--- src/rtl/fix_session_engine.sv ---
// Multi-host FIX session layer: per-host session FSMs, a shared byte-serial MsgType parser,
// heartbeat timers and a round-robin framer that writes Logon/Heartbeat/Logout frames to a FIFO.
module fix_session_engine #(
  parameter int NUM_HOSTS = 4,
  parameter int HOST_W    = $clog2(NUM_HOSTS),
  parameter int HB_CYCLES = 1024,
  parameter int HB_W      = $clog2(HB_CYCLES+1)
) (
  input  logic                 clk,
  input  logic                 rst,
  input  logic                 connect_i,
  input  logic [HOST_W-1:0]    connect_to_host_i,
  input  logic                 connected_i,
  input  logic [HOST_W-1:0]    connected_host_addr_i,
  input  logic                 msg_valid_i,
  input  logic [HOST_W-1:0]    msg_host_i,
  input  logic [7:0]           message_i,
  input  logic                 msg_end_i,
  input  logic                 fifo_full_i,
  output logic                 fifo_write_o,
  output logic [7:0]           message_o,
  output logic [NUM_HOSTS-1:0] host_active_o
);

  typedef enum logic [1:0] {S_IDLE, S_PENDING, S_LOGON_WAIT, S_ACTIVE} sess_e;
  typedef enum logic {TX_IDLE, TX_SEND} tx_e;

  sess_e                r_sess      [NUM_HOSTS];
  sess_e                w_sessNext  [NUM_HOSTS];
  logic [HB_W-1:0]      r_timer     [NUM_HOSTS];
  logic [HB_W-1:0]      w_timerNext [NUM_HOSTS];
  logic [NUM_HOSTS-1:0] r_pendLogout, r_pendLogon, r_pendHb;
  logic [NUM_HOSTS-1:0] w_setLogout, w_setLogon, w_setHb;
  logic [NUM_HOSTS-1:0] w_clrLogout, w_clrLogon, w_clrHb;
  logic [NUM_HOSTS-1:0] w_anyPend;

  logic              r_inMsg, r_fieldStart, r_typeValid;
  logic [1:0]        r_tagPos;
  logic [7:0]        r_msgType;
  logic [HOST_W-1:0] r_parseHost;
  logic              w_newMsg, w_atFieldStart, w_capture, w_evalValid;
  logic [1:0]        w_tagPos;
  logic [7:0]        w_evalType;

  tx_e               r_txState, w_txNext;
  logic [HOST_W-1:0] r_txHost, r_lastHost, w_selHost, w_rrIdx;
  logic [7:0]        r_txType, w_selType;
  logic [2:0]        r_byteIdx;
  logic              w_found;

  // A host change mid-message is treated as the first byte of a fresh message.
  assign w_newMsg       = !r_inMsg || (msg_host_i != r_parseHost);
  assign w_tagPos       = w_newMsg ? 2'd0 : r_tagPos;
  assign w_atFieldStart = w_newMsg || r_fieldStart;
  assign w_capture      = (w_tagPos == 2'd3);
  assign w_evalValid    = msg_valid_i && msg_end_i && (w_capture || (!w_newMsg && r_typeValid));
  assign w_evalType     = w_capture ? message_i : r_msgType;

  always_ff @(posedge clk or posedge rst) begin
    if (rst) begin
      r_inMsg      <= 1'b0;
      r_fieldStart <= 1'b0;
      r_typeValid  <= 1'b0;
      r_tagPos     <= 2'd0;
      r_msgType    <= 8'h00;
      r_parseHost  <= '0;
    end else if (msg_valid_i) begin
      if (msg_end_i) begin
        r_inMsg      <= 1'b0;
        r_fieldStart <= 1'b0;
        r_typeValid  <= 1'b0;
        r_tagPos     <= 2'd0;
      end else begin
        r_inMsg      <= 1'b1;
        r_parseHost  <= msg_host_i;
        r_fieldStart <= (message_i == 8'h01);
        if (w_newMsg) r_typeValid <= 1'b0;
        if (w_capture) begin
          r_msgType   <= message_i;
          r_typeValid <= 1'b1;
          r_tagPos    <= 2'd0;
        end else if (w_atFieldStart && message_i == 8'h33) r_tagPos <= 2'd1;
        else if (w_tagPos == 2'd1 && message_i == 8'h35)   r_tagPos <= 2'd2;
        else if (w_tagPos == 2'd2 && message_i == 8'h3D)   r_tagPos <= 2'd3;
        else                                               r_tagPos <= 2'd0;
      end
    end
  end

  always_comb begin
    w_setLogout = '0;
    w_setLogon  = '0;
    w_setHb     = '0;
    for (int h = 0; h < NUM_HOSTS; h++) begin
      w_sessNext[h]  = r_sess[h];
      w_timerNext[h] = '0;
      case (r_sess[h])
        S_IDLE:
          if (connect_i && connect_to_host_i == HOST_W'(h)) w_sessNext[h] = S_PENDING;
        S_PENDING:
          if (connected_i && connected_host_addr_i == HOST_W'(h)) begin
            w_sessNext[h] = S_LOGON_WAIT;
            w_setLogon[h] = 1'b1;
          end
        S_LOGON_WAIT:
          if (w_evalValid && msg_host_i == HOST_W'(h) && w_evalType == 8'h41) w_sessNext[h] = S_ACTIVE;
        S_ACTIVE:
          if (w_evalValid && msg_host_i == HOST_W'(h)) begin
            if (w_evalType == 8'h35) begin
              w_sessNext[h]  = S_IDLE;
              w_setLogout[h] = 1'b1;
            end else if (w_evalType == 8'h31) w_setHb[h] = 1'b1;
          end
        default: ;
      endcase
      // Timer only counts while the host stays ACTIVE and is silent this cycle.
      if (r_sess[h] == S_ACTIVE && w_sessNext[h] == S_ACTIVE &&
          !(msg_valid_i && msg_host_i == HOST_W'(h))) begin
        if (r_timer[h] == HB_W'(HB_CYCLES-1)) w_setHb[h] = 1'b1;
        else w_timerNext[h] = r_timer[h] + HB_W'(1);
      end
    end
  end

  always_ff @(posedge clk or posedge rst) begin
    if (rst) begin
      for (int h = 0; h < NUM_HOSTS; h++) begin
        r_sess[h]  <= S_IDLE;
        r_timer[h] <= '0;
      end
      r_pendLogout <= '0;
      r_pendLogon  <= '0;
      r_pendHb     <= '0;
    end else begin
      for (int h = 0; h < NUM_HOSTS; h++) begin
        r_sess[h]  <= w_sessNext[h];
        r_timer[h] <= w_timerNext[h];
      end
      r_pendLogout <= (r_pendLogout & ~w_clrLogout) | w_setLogout;
      r_pendLogon  <= (r_pendLogon & ~w_clrLogon) | w_setLogon;
      r_pendHb     <= ((r_pendHb & ~w_clrHb) | w_setHb) & ~w_setLogout;
    end
  end

  assign w_anyPend = r_pendLogout | r_pendLogon | r_pendHb;

  always_comb begin
    w_found     = 1'b0;
    w_selHost   = '0;
    w_rrIdx     = '0;
    w_selType   = 8'h30;
    w_clrLogout = '0;
    w_clrLogon  = '0;
    w_clrHb     = '0;
    for (int i = 1; i <= NUM_HOSTS; i++) begin
      w_rrIdx = r_lastHost + HOST_W'(i);
      if (!w_found && w_anyPend[w_rrIdx]) begin
        w_found   = 1'b1;
        w_selHost = w_rrIdx;
      end
    end
    if (r_txState == TX_IDLE && w_found) begin
      if (r_pendLogout[w_selHost]) begin
        w_clrLogout[w_selHost] = 1'b1;
        w_selType = 8'h35;
      end else if (r_pendLogon[w_selHost]) begin
        w_clrLogon[w_selHost] = 1'b1;
        w_selType = 8'h41;
      end else begin
        w_clrHb[w_selHost] = 1'b1;
        w_selType = 8'h30;
      end
    end
  end

  always_ff @(posedge clk or posedge rst) begin
    if (rst) r_txState <= TX_IDLE;
    else     r_txState <= w_txNext;
  end

  always_comb begin
    w_txNext = r_txState;
    case (r_txState)
      TX_IDLE: if (w_found) w_txNext = TX_SEND;
      TX_SEND: if (fifo_write_o && r_byteIdx == 3'd6) w_txNext = TX_IDLE;
      default: w_txNext = TX_IDLE;
    endcase
  end

  always_ff @(posedge clk or posedge rst) begin
    if (rst) begin
      r_txHost   <= '0;
      r_txType   <= 8'h00;
      r_byteIdx  <= 3'd0;
      r_lastHost <= HOST_W'(NUM_HOSTS-1);
    end else if (r_txState == TX_IDLE && w_found) begin
      r_txHost   <= w_selHost;
      r_txType   <= w_selType;
      r_byteIdx  <= 3'd0;
      r_lastHost <= w_selHost;
    end else if (fifo_write_o) begin
      r_byteIdx <= (r_byteIdx == 3'd6) ? 3'd0 : r_byteIdx + 3'd1;
    end
  end

  // message_o depends only on state and byte index, so it holds steady through a stall.
  always_comb begin
    fifo_write_o = (r_txState == TX_SEND) && !fifo_full_i;
    message_o    = 8'h00;
    if (r_txState == TX_SEND) begin
      case (r_byteIdx)
        3'd0:    message_o = 8'(r_txHost);
        3'd1:    message_o = 8'h33;
        3'd2:    message_o = 8'h35;
        3'd3:    message_o = 8'h3D;
        3'd4:    message_o = r_txType;
        3'd5:    message_o = 8'h01;
        default: message_o = 8'h3B;
      endcase
    end
    for (int h = 0; h < NUM_HOSTS; h++) host_active_o[h] = (r_sess[h] == S_ACTIVE);
  end

endmodule

--- config.mk ---
export PLATFORM = sky130hd
export DESIGN_NAME = fix_session_engine
export DESIGN_NICKNAME = d
export VERILOG_FILES = /design/src/rtl/fix_session_engine.sv
export SDC_FILE = /design/constraint.sdc
export NUM_CORES = 1
export LEC_CHECK = 0
export ABC_CLOCK_PERIOD_IN_PS = 5100
export CAP_MARGIN = 15
export CORE_MARGIN = 4
export CORE_UTILIZATION = 63
export CTS_CLUSTER_SIZE = 25
export DETAILED_ROUTE_END_ITERATION = 6
export GPL_TIMING_DRIVEN = 0
export PLACE_DENSITY = 0.92
export RECOVER_POWER = 100
export SLEW_MARGIN = 20
export SYNTH_ARGS = -nofsm -noshare
export SYNTH_HDL_FRONTEND = slang
export SYNTH_SLANG_ARGS = --single-unit
--- constraint.sdc ---
create_clock -name clk -period 5.1 [get_ports clk]
set_clock_uncertainty 0.05 [all_clocks]
set_input_delay 1.02 -clock clk [delete_from_list [all_inputs] [get_ports clk]]
set_output_delay 1.02 -clock clk [all_outputs]
set_load 0.01 [all_outputs]
Word-level counts from Yosys, hierarchy flattened
Index checks and enable logic that the tools add are counted.
Widths: inputs -> output; s select.

word-level totals
  register bits = 95
  input port bits = 21
  output and inout port bits = 13
  logic and storage cells = 282

operators by class
  add/sub/neg operators = 8
  order comparisons = 6
  equality and inequality tests = 46
  muxes and demuxes = 119
  bitwise gates (word level) = 15
  reduce and logical (&&, ||, !) cells = 66

operators with widths
  operator               number
  $mux 11                8
  $mux 2                 30
  $mux 1                 53
  $pmux 8 s6             1
  $add 11x1->11 const B  4
  $eq 11x10->1 const B   4
  $logic_and 1x1->1      41
  $eq 2x2->1 const B     20
  $eq 8x6->1 const B     5
  $mux 4                 8
  $pmux 2 s4             4
  $or 4x4->4             5
  $and 4x4->4            4
  $eq 2x1->1 const B     8
  $mux 8                 2
  $not 4->4              4
  $lt 2x3->1 const B     5
  $logic_not 2->1        7
  $mux 7                 2
  $bmux 1 s2             6
  $logic_not 1->1        10
  $eq 3x3->1 const B     3
  $mux 3                 3
  $eq 8x1->1 const B     1
  16 further kinds       22

Longest topological paths before layout
Gate-level depths: netlist of the first run.

  word-level depth = 25
  depth in mapped cells = 8
  gate-level depth less buffers = 7

Worst setup path after synthesis of the first run
No wires, ideal clock.

  kind = register to output
  start point = register r_byteIdx[1]
  end point = output message_o[5]
  arrival = 1.598 ns
  data required time = 4.030 ns
  path slack = 2.432 ns
  cell stages (with the launch flop) = 7
  path buffers = 2
  cell sequence = dfrtp_1 clkbuf_1 and2_1 ha_1 a2111oi_0 nor2b_1 buf_4

between the ends
  word-level cells in the longest chain between the ends = 3
  elaborated cells between the ends (all ways) = 8
  classes of those cells = 5 x eq/ne; 2 x mux; 1 x reduce/logical

ends and longest elaborated chain
  element                                   RTL line  text
  from (decl)                               48        logic [2:0] r_byteIdx;
  from (signal assigned)                    202       r_byteIdx <= (r_byteIdx == 3'd6) ? 3'd0 : r_byteIdx + 3'd1;
  $eq 3x3->1, or another cell as far along  211       case (r_byteIdx)
  $pmux 8 s6 (*)                            211
  $mux 8 (*)                                210       if (r_txState == TX_SEND) begin
  to (decl)                                 21        output logic [7:0] message_o,

Every way passes the cells marked *; elsewhere a longest branch is shown, timed or not.

Worst setup path after layout of the first run
Same ends and word-level chain as after synthesis.

==> flow_summary_export.csv, run 1 <==
group,metric,value,unit
logic_synthesis,yosysWarnings,0,
clocking,post-cts-setup-buffers,0,
timing,fin_tns_setup,0,ns
finish,nFillCells,494,
logic_synthesis,synth.distinct_cells,70,
timing,hold_viol,0,
clocking,clk_pin_slew_worst_paths,0.09,ns
place,dpl_cell_area,5230,µm²
global_routing,grt_max_degree,57,
logic_synthesis,synth_top_family_by_area,"simple AND/OR/NAND/NOR gates",
logic_synthesis,synth-edff-count,0,
outcome,violations,"capacitance limit, slew limit",
global_routing,antenna_found_initial,0,
clocking,clock_latency,0.37,ns
run,cap_viol_max_count,1,
critical_path,crit_family,"buffers and inverters",
timing,max_slew_margin,-2.27,%
timing,period_needed,3.83,ns
critical_path,reg2reg_slack,2.28,ns
die,fp.dieH,95.1,µm
die,boundaryPins,34,
timing,report.final.setup_viol,0,
finish,design_area,5340,µm²
logic_synthesis,yosysMostFrequentCell,"dfrtp_1",
critical_path,cp_max_fo,10,
power,p_per_area,406,nW/µm²
logic_synthesis,async_reset_ff_share,100,%
routing,wl_per_cell,16.0,µm
logic_synthesis,synthSimpleGateAreaFrac,22.7,%
finish,diodes,0,
die,coreArea,7330,µm²
routing,vias,3972,
logic_synthesis,syn_area,4780,µm²
critical_path,endpoint_kind,"output port",
logic_synthesis,yosys.area.top_type,"dfrtp_1",
min_path,min_path_cells,2,
die,dieArea,9050,µm²
logic_synthesis,synth_mux_area_share,2.96,%
timing,rsz0062_at_grt,"no",
logic_synthesis,synth_xor_xnor_area_share,6.04,%
timing,fmax,0.261,GHz
clocking,cts-htree-levels,3,
clocking,cts_buffer_depth,2,
routing,dr.pass1.iters,5,
logic_synthesis,synthTopCellsByCount,"dfrtp_1 (89), nor2_1 (69), nand2_1 (41)",
power,p_leak,2.26,nW
die,initial_utilization,65.3,%
critical_path,r2r-start,"r_lastHost[1]$_DFFE_PP1P_",
critical_path,r2r_end,"r_txType[0]$_DFFE_PP0P_",
clocking,clockRootBuffer,"clkbuf_8",
finish,drive_gt1_share,7.64,%
clocking,postCtsHoldBufs,0,
die,placementRows,31,
min_path,hold_path.class,"reg2reg",
min_path,hp-start,"r_txHost[1]$_DFFE_PP0P_",
critical_path,cp_cell_sequence,"clkbuf_1 -> and2_0 -> ha_1 -> a2111oi_0 -> nor2b_1 -> buf_4 -> dlygate4sd3_1",
finish,fin_nets,571,
global_routing,track_usage,25.3,%
timing,fin_crit_sh,75.0,%
logic_synthesis,synth_cells,504,
place,gp_congestion,0.893,
clocking,cts_tree,"done",
critical_path,cp-start-kind,"flip-flop",
place,portBuffers,29,
global_routing,grt_pass1_wl,18100,µm
critical_path,crit_type,"reg2out",
logic_synthesis,ys_ff_latch,91,
critical_path,critPathSlowestCell,"dlygate4sd3_1",
logic_synthesis,synth_area_leaders,"dfrtp_1 (47%), nor2_1 (5.4%), nand3_1 (4.0%)",
routing,totalWireLength,10400,µm
logic_synthesis,synth.top_cell.area_share,46.6,%
critical_path,required,4.03,ns
critical_path,startpoint,"r_byteIdx[1]$_DFFE_PP0P_",
critical_path,reg2reg_depth,7,
timing,finalMaxSlewViolations,37,
routing,viasPerCell,6.12,
logic_synthesis,ys.flop_type,"dfrtp_1",
critical_path,crit_buf_inv,3,
global_routing,grt_overflow_total,0,
routing,ant_nets,0,
timing,worstMarginPinSlew,1.53,ns
clocking,clock-sinks,91,
finish,syn2layout_area_growth,11.6,%
die,die_w,95.1,µm
logic_synthesis,syn_avg_cell_area,9.49,µm²
logic_synthesis,synthesis.nets,530,
global_routing,first_global_vias,4004,
critical_path,critPathMaxStageDelay,0.60,ns
logic_synthesis,synth_adder_area_share,1.31,%
clocking,ctsResizeCount,0,
critical_path,arrival,2.76,ns
logic_synthesis,synth_compound_gate_area_share,15.7,%
routing,drcViolationCount,0,
clocking,cts_buffers,9,
min_path,min_to,"r_txHost[1]$_DFFE_PP0P_",
power,ir_drop,0.199,mV
place,place_hpwl,7540,µm
routing,drt_iter0_markers,289,
logic_synthesis,ys_seq_area_share,47.7,%
outcome,outcome,"finished with violations",
[per-stage QoR]
stage                     worst slack [ns]  power (mW)  hold slack (ns)  cells  utilization, %
after floorplan                       1.67        1.50            0.398    504               -
final                                 1.27        2.17            0.445    649            72.8
after detailed placement              1.70        1.77            0.424    633            71.3
after global routing                  1.04        2.29            0.466    649            72.8
after global placement               0.431        1.73            0.413    632            70.9
after CTS                             1.38        2.22            0.446    649            73.7
[how the worst max path moves through the flow]
stage	endpoint	cells past startpoint
after global routing	message_o[5]	7
final	message_o[5]	7
after floorplan	r_byteIdx[0]$_DFFE_PP0P_	1
after global placement	r_byteIdx[0]$_DFFE_PP0P_	2
after detailed placement	fifo_write_o	4
after CTS	message_o[5]	7
[cell families after synthesis]
kind of cell             count (synthesis)
AO/OA/AOI/OAI                          102
XOR/XNOR                                33
adder cells (fa/ha/maj)                  5
buffers and inverters                   40
flip-flops                              91
multiplexers                            13
other                                    1
AND/OR/NAND/NOR                        219
[layout by cell type, fill, tap and decap left out, types with 3 or more instances in the layout]
| cell | instances |
|---|---|
| xor2_1 | 16 |
| nor2_1 | 70 |
| dlygate4sd3_1 | 15 |
| nor2b_1 | 5 |
| clkbuf_1 | 14 |
| nand4_1 | 3 |
| clkdlybuf4s50_1 | 14 |
| and3_1 | 10 |
| o211ai_1 | 3 |
| dfrtp_1 | 89 |
| nor4_1 | 5 |
| o22ai_1 | 4 |
| a31oi_1 | 8 |
| xnor2_1 | 17 |
| mux2i_1 | 4 |
| a21oi_1 | 19 |
| o21ai_1 | 3 |
| inv_1 | 21 |
| nand2b_1 | 8 |
| nand3b_1 | 3 |
| nand2_1 | 41 |
| o32ai_1 | 3 |
| nand3_1 | 38 |
| o21a_1 | 5 |
| and2_0 | 3 |
| mux2_2 | 8 |
| inv_6 | 3 |
| ha_1 | 5 |
| or3_1 | 5 |
| a22o_1 | 5 |
| clkbuf_8 | 9 |
| a41oi_1 | 4 |
| o21ai_0 | 13 |
| nor3_1 | 12 |
| a211oi_1 | 3 |
| o31ai_1 | 11 |
[sequential cells by signal, summed over array words and instances (netlist names), 2 cells and up]
register and count:
r_byteIdx 3, r_lastHost 2, r_msgType 8, r_parseHost 2
r_pendHb 4, r_pendLogon 4, r_pendLogout 4, r_sess 8
r_tagPos 2, r_timer 44, r_txHost 2, r_txType 4
[power by group]
group | switching, mW | internal, mW | leakage [nW]
combinational | 0.449 | 0.322 | 1.01
sequential | 0.110 | 0.837 | 1.16
clock | 0.269 | 0.183 | 0.0877
total | 0.828 | 1.34 | 2.26
[final cells by class]
class	count	area (µm²)	area share (%)
Clock inverter	6	47.5	0.890
Tap cell	99	124	2.32
Buffer	18	85.1	1.59
Sequential cell	91	2280	42.7
Inverter	22	83.8	1.57
Clock buffer	10	128	2.39
Multi-Input combinational cell	373	2300	43.0
Timing Repair Buffer	30	295	5.53
[worst min-delay path, stage by stage, from the launching register on]
cell and delay [ns]:
dfrtp_1 0.35, nand2_1 0.05, nand2_1 0.06
[per-layer routing]
layer | GRT usage, % | wire [µm]
met1 | 33.0 | 4480
met2 | 42.7 | 5260
met3 | 3.87 | 395
met4 | 9.38 | 259
met5 | 0 | 0
Note: power is estimated with default switching activity, not from simulation.
==> inputs of run 2 (changes only) <==
ABC_CLOCK_PERIOD_IN_PS = 3800   (was 5100)
CORE_UTILIZATION = 59   (was 63)
PLACE_DENSITY = 0.87   (was 0.92)
clock period = 3.8 ns   (was 5.1 ns; I/O delays follow)
==> flow_summary_export.csv, run 2 (synthesis results as in run 1) <==
group,metric,value,unit
finish,final_cells,652,
routing,dr.pass1.iters,5,
power,ir_drop,0.345,mV
global_routing,grt_overflow_total,0,
min_path,min_to,"r_timer[33]$_DFF_PP0_",
finish,fin_nets,571,
routing,ant_nets,0,
min_path,min_path_cells,1,
outcome,outcome,"finished with violations",
timing,max_slew_margin,-4.34,%
critical_path,crit_type,"reg2out",
clocking,postCtsHoldBufs,0,
die,die_w,98.0,µm
critical_path,r2r-start,"r_timer[11]$_DFF_PP0_",
timing,period_needed,3.57,ns
global_routing,track_usage,22.3,%
finish,largest-register,"r_timer",
clocking,clock-sinks,91,
clocking,clockRootBuffer,"clkbuf_8",
global_routing,first_global_vias,3820,
die,boundaryPins,34,
clocking,clock_latency,0.37,ns
die,fp.dieH,98.0,µm
min_path,hold_path.class,"reg2reg",
place,place_hpwl,7450,µm
finish,final_core_util,68.8,%
timing,report.final.setup_viol,0,
critical_path,r2r_end,"r_timer[18]$_DFF_PP0_",
finish,drive_gt1_share,8.00,%
critical_path,endpoint_kind,"output port",
die,placementRows,32,
finish,largest_register_ffs,44,
timing,fmax,0.280,GHz
finish,syn2layout_area_growth,12.3,%
finish,final_common_cell,"dfrtp_1",
clocking,post-cts-setup-buffers,0,
power,p_per_area,543,nW/µm²
clocking,cts-htree-levels,3,
critical_path,required,2.99,ns
die,dieArea,9610,µm²
run,cap_viol_max_count,2,
timing,rsz0062_at_grt,"no",
routing,viasPerCell,5.98,
place,portBuffers,29,
global_routing,grt_pass1_wl,17700,µm
power,total_power,2.92,mW
clocking,ctsResizeCount,0,
routing,drt_iter0_markers,256,
power,p_leak,2.26,nW
critical_path,cp_max_fo,10,
min_path,hp-start,"r_timer[33]$_DFF_PP0_",
clocking,clk_pin_slew_worst_paths,0.09,ns
finish,diodes,0,
place,gp_congestion,0.850,
clocking,cts_buffer_depth,2,
routing,drcViolationCount,0,
critical_path,reg2reg_slack,1.00,ns
clocking,cts_buffers,9,
timing,hold_viol,0,
timing,fin_crit_sh,93.9,%
place,dp_cells,636,
finish,top_regs,"r_timer (44), r_msgType (8), r_sess (8)",
routing,wl_per_cell,15.6,µm
routing,totalWireLength,10200,µm
outcome,violations,"capacitance limit, slew limit",
routing,vias,3901,
critical_path,arrival,2.76,ns
die,initial_utilization,61.3,%
global_routing,antenna_found_initial,0,
timing,hold_ws,0.441,ns
timing,worstMarginPinSlew,1.55,ns
die,coreArea,7810,µm²
finish,layout_common_cells,"dfrtp_1 (89), nor2_1 (70), nand2_1 (41)",
global_routing,grt_max_degree,61,
critical_path,cp-start-kind,"flip-flop",
clocking,cts_tree,"done",
timing,finalMaxSlewViolations,9,
critical_path,reg2reg_depth,6,
==> run 2: metrics by stage <==
step           setup WS [ns]  area [µm²]  setup TNS [ns]
6_report               0.232        5370               0
5_1_grt                0.144        5370               0
4_1_cts                0.385        5410               0
3_5_place_dp           0.709        5230               0
3_3_place_gp          -0.626        5200          -55.36
2_1_floorplan          0.630        4780               0
==> run 2: worst max-delay path by stage <==
| stage | from | end | slack (ns) | cells after the start |
|---|---|---|---|---|
| finish | r_byteIdx[1]$_DFFE_PP0P_ | message_o[5] | 0.23 | 7 |
| global route | r_byteIdx[1]$_DFFE_PP0P_ | message_o[5] | 0.14 | 7 |
| CTS | r_byteIdx[1]$_DFFE_PP0P_ | message_o[5] | 0.39 | 7 |
| detailed placement | msg_host_i[0] | r_pendHb[0]$_DFF_PP0_ | 0.71 | 7 |
| global placement | rst | r_timer[15]$_DFF_PP0_ | -0.63 | 2 |
| floorplan | rst | r_byteIdx[0]$_DFFE_PP0P_ | 0.63 | 1 |
==> run 2: power by group <==
group          switching [mW]  total (mW)  internal (mW)
clock                   0.345       0.599          0.254
combinational           0.609        1.05          0.439
sequential              0.147        1.27           1.12
==> run 2: routing by layer <==
| metal | up-vias | share of wire [%] | GRT usage, % |
|---|---|---|---|
| met5 | - | 0 | 0 |
| met4 | 0 | 2.0 | 9.16 |
| met3 | 17 | 5.5 | 4.57 |
| met2 | 115 | 50 | 36.1 |
| met1 | 1902 | 43 | 29.4 |
| li1 | 1867 | - | - |
==> run 2: cell type report <==
class | instances | area (µm²)
sequential | 91 | 2280
tap | 102 | 128
clock buffer | 10 | 138
fill | 607 | 2430
buffer | 18 | 85.1
multi-input combinational | 373 | 2300
clock inverter | 6 | 41.3
inverter | 22 | 83.8
timing repair buffer | 30 | 318
==> run 2: worst max-delay path: stages, from the launching register on <==
cell,delay [ns]
dfrtp_1,0.42
clkbuf_1,0.22
and2_0,0.21
ha_1,0.23
a2111oi_0,0.41
nor2b_1,0.14
buf_4,0.15
dlygate4sd3_1,0.59
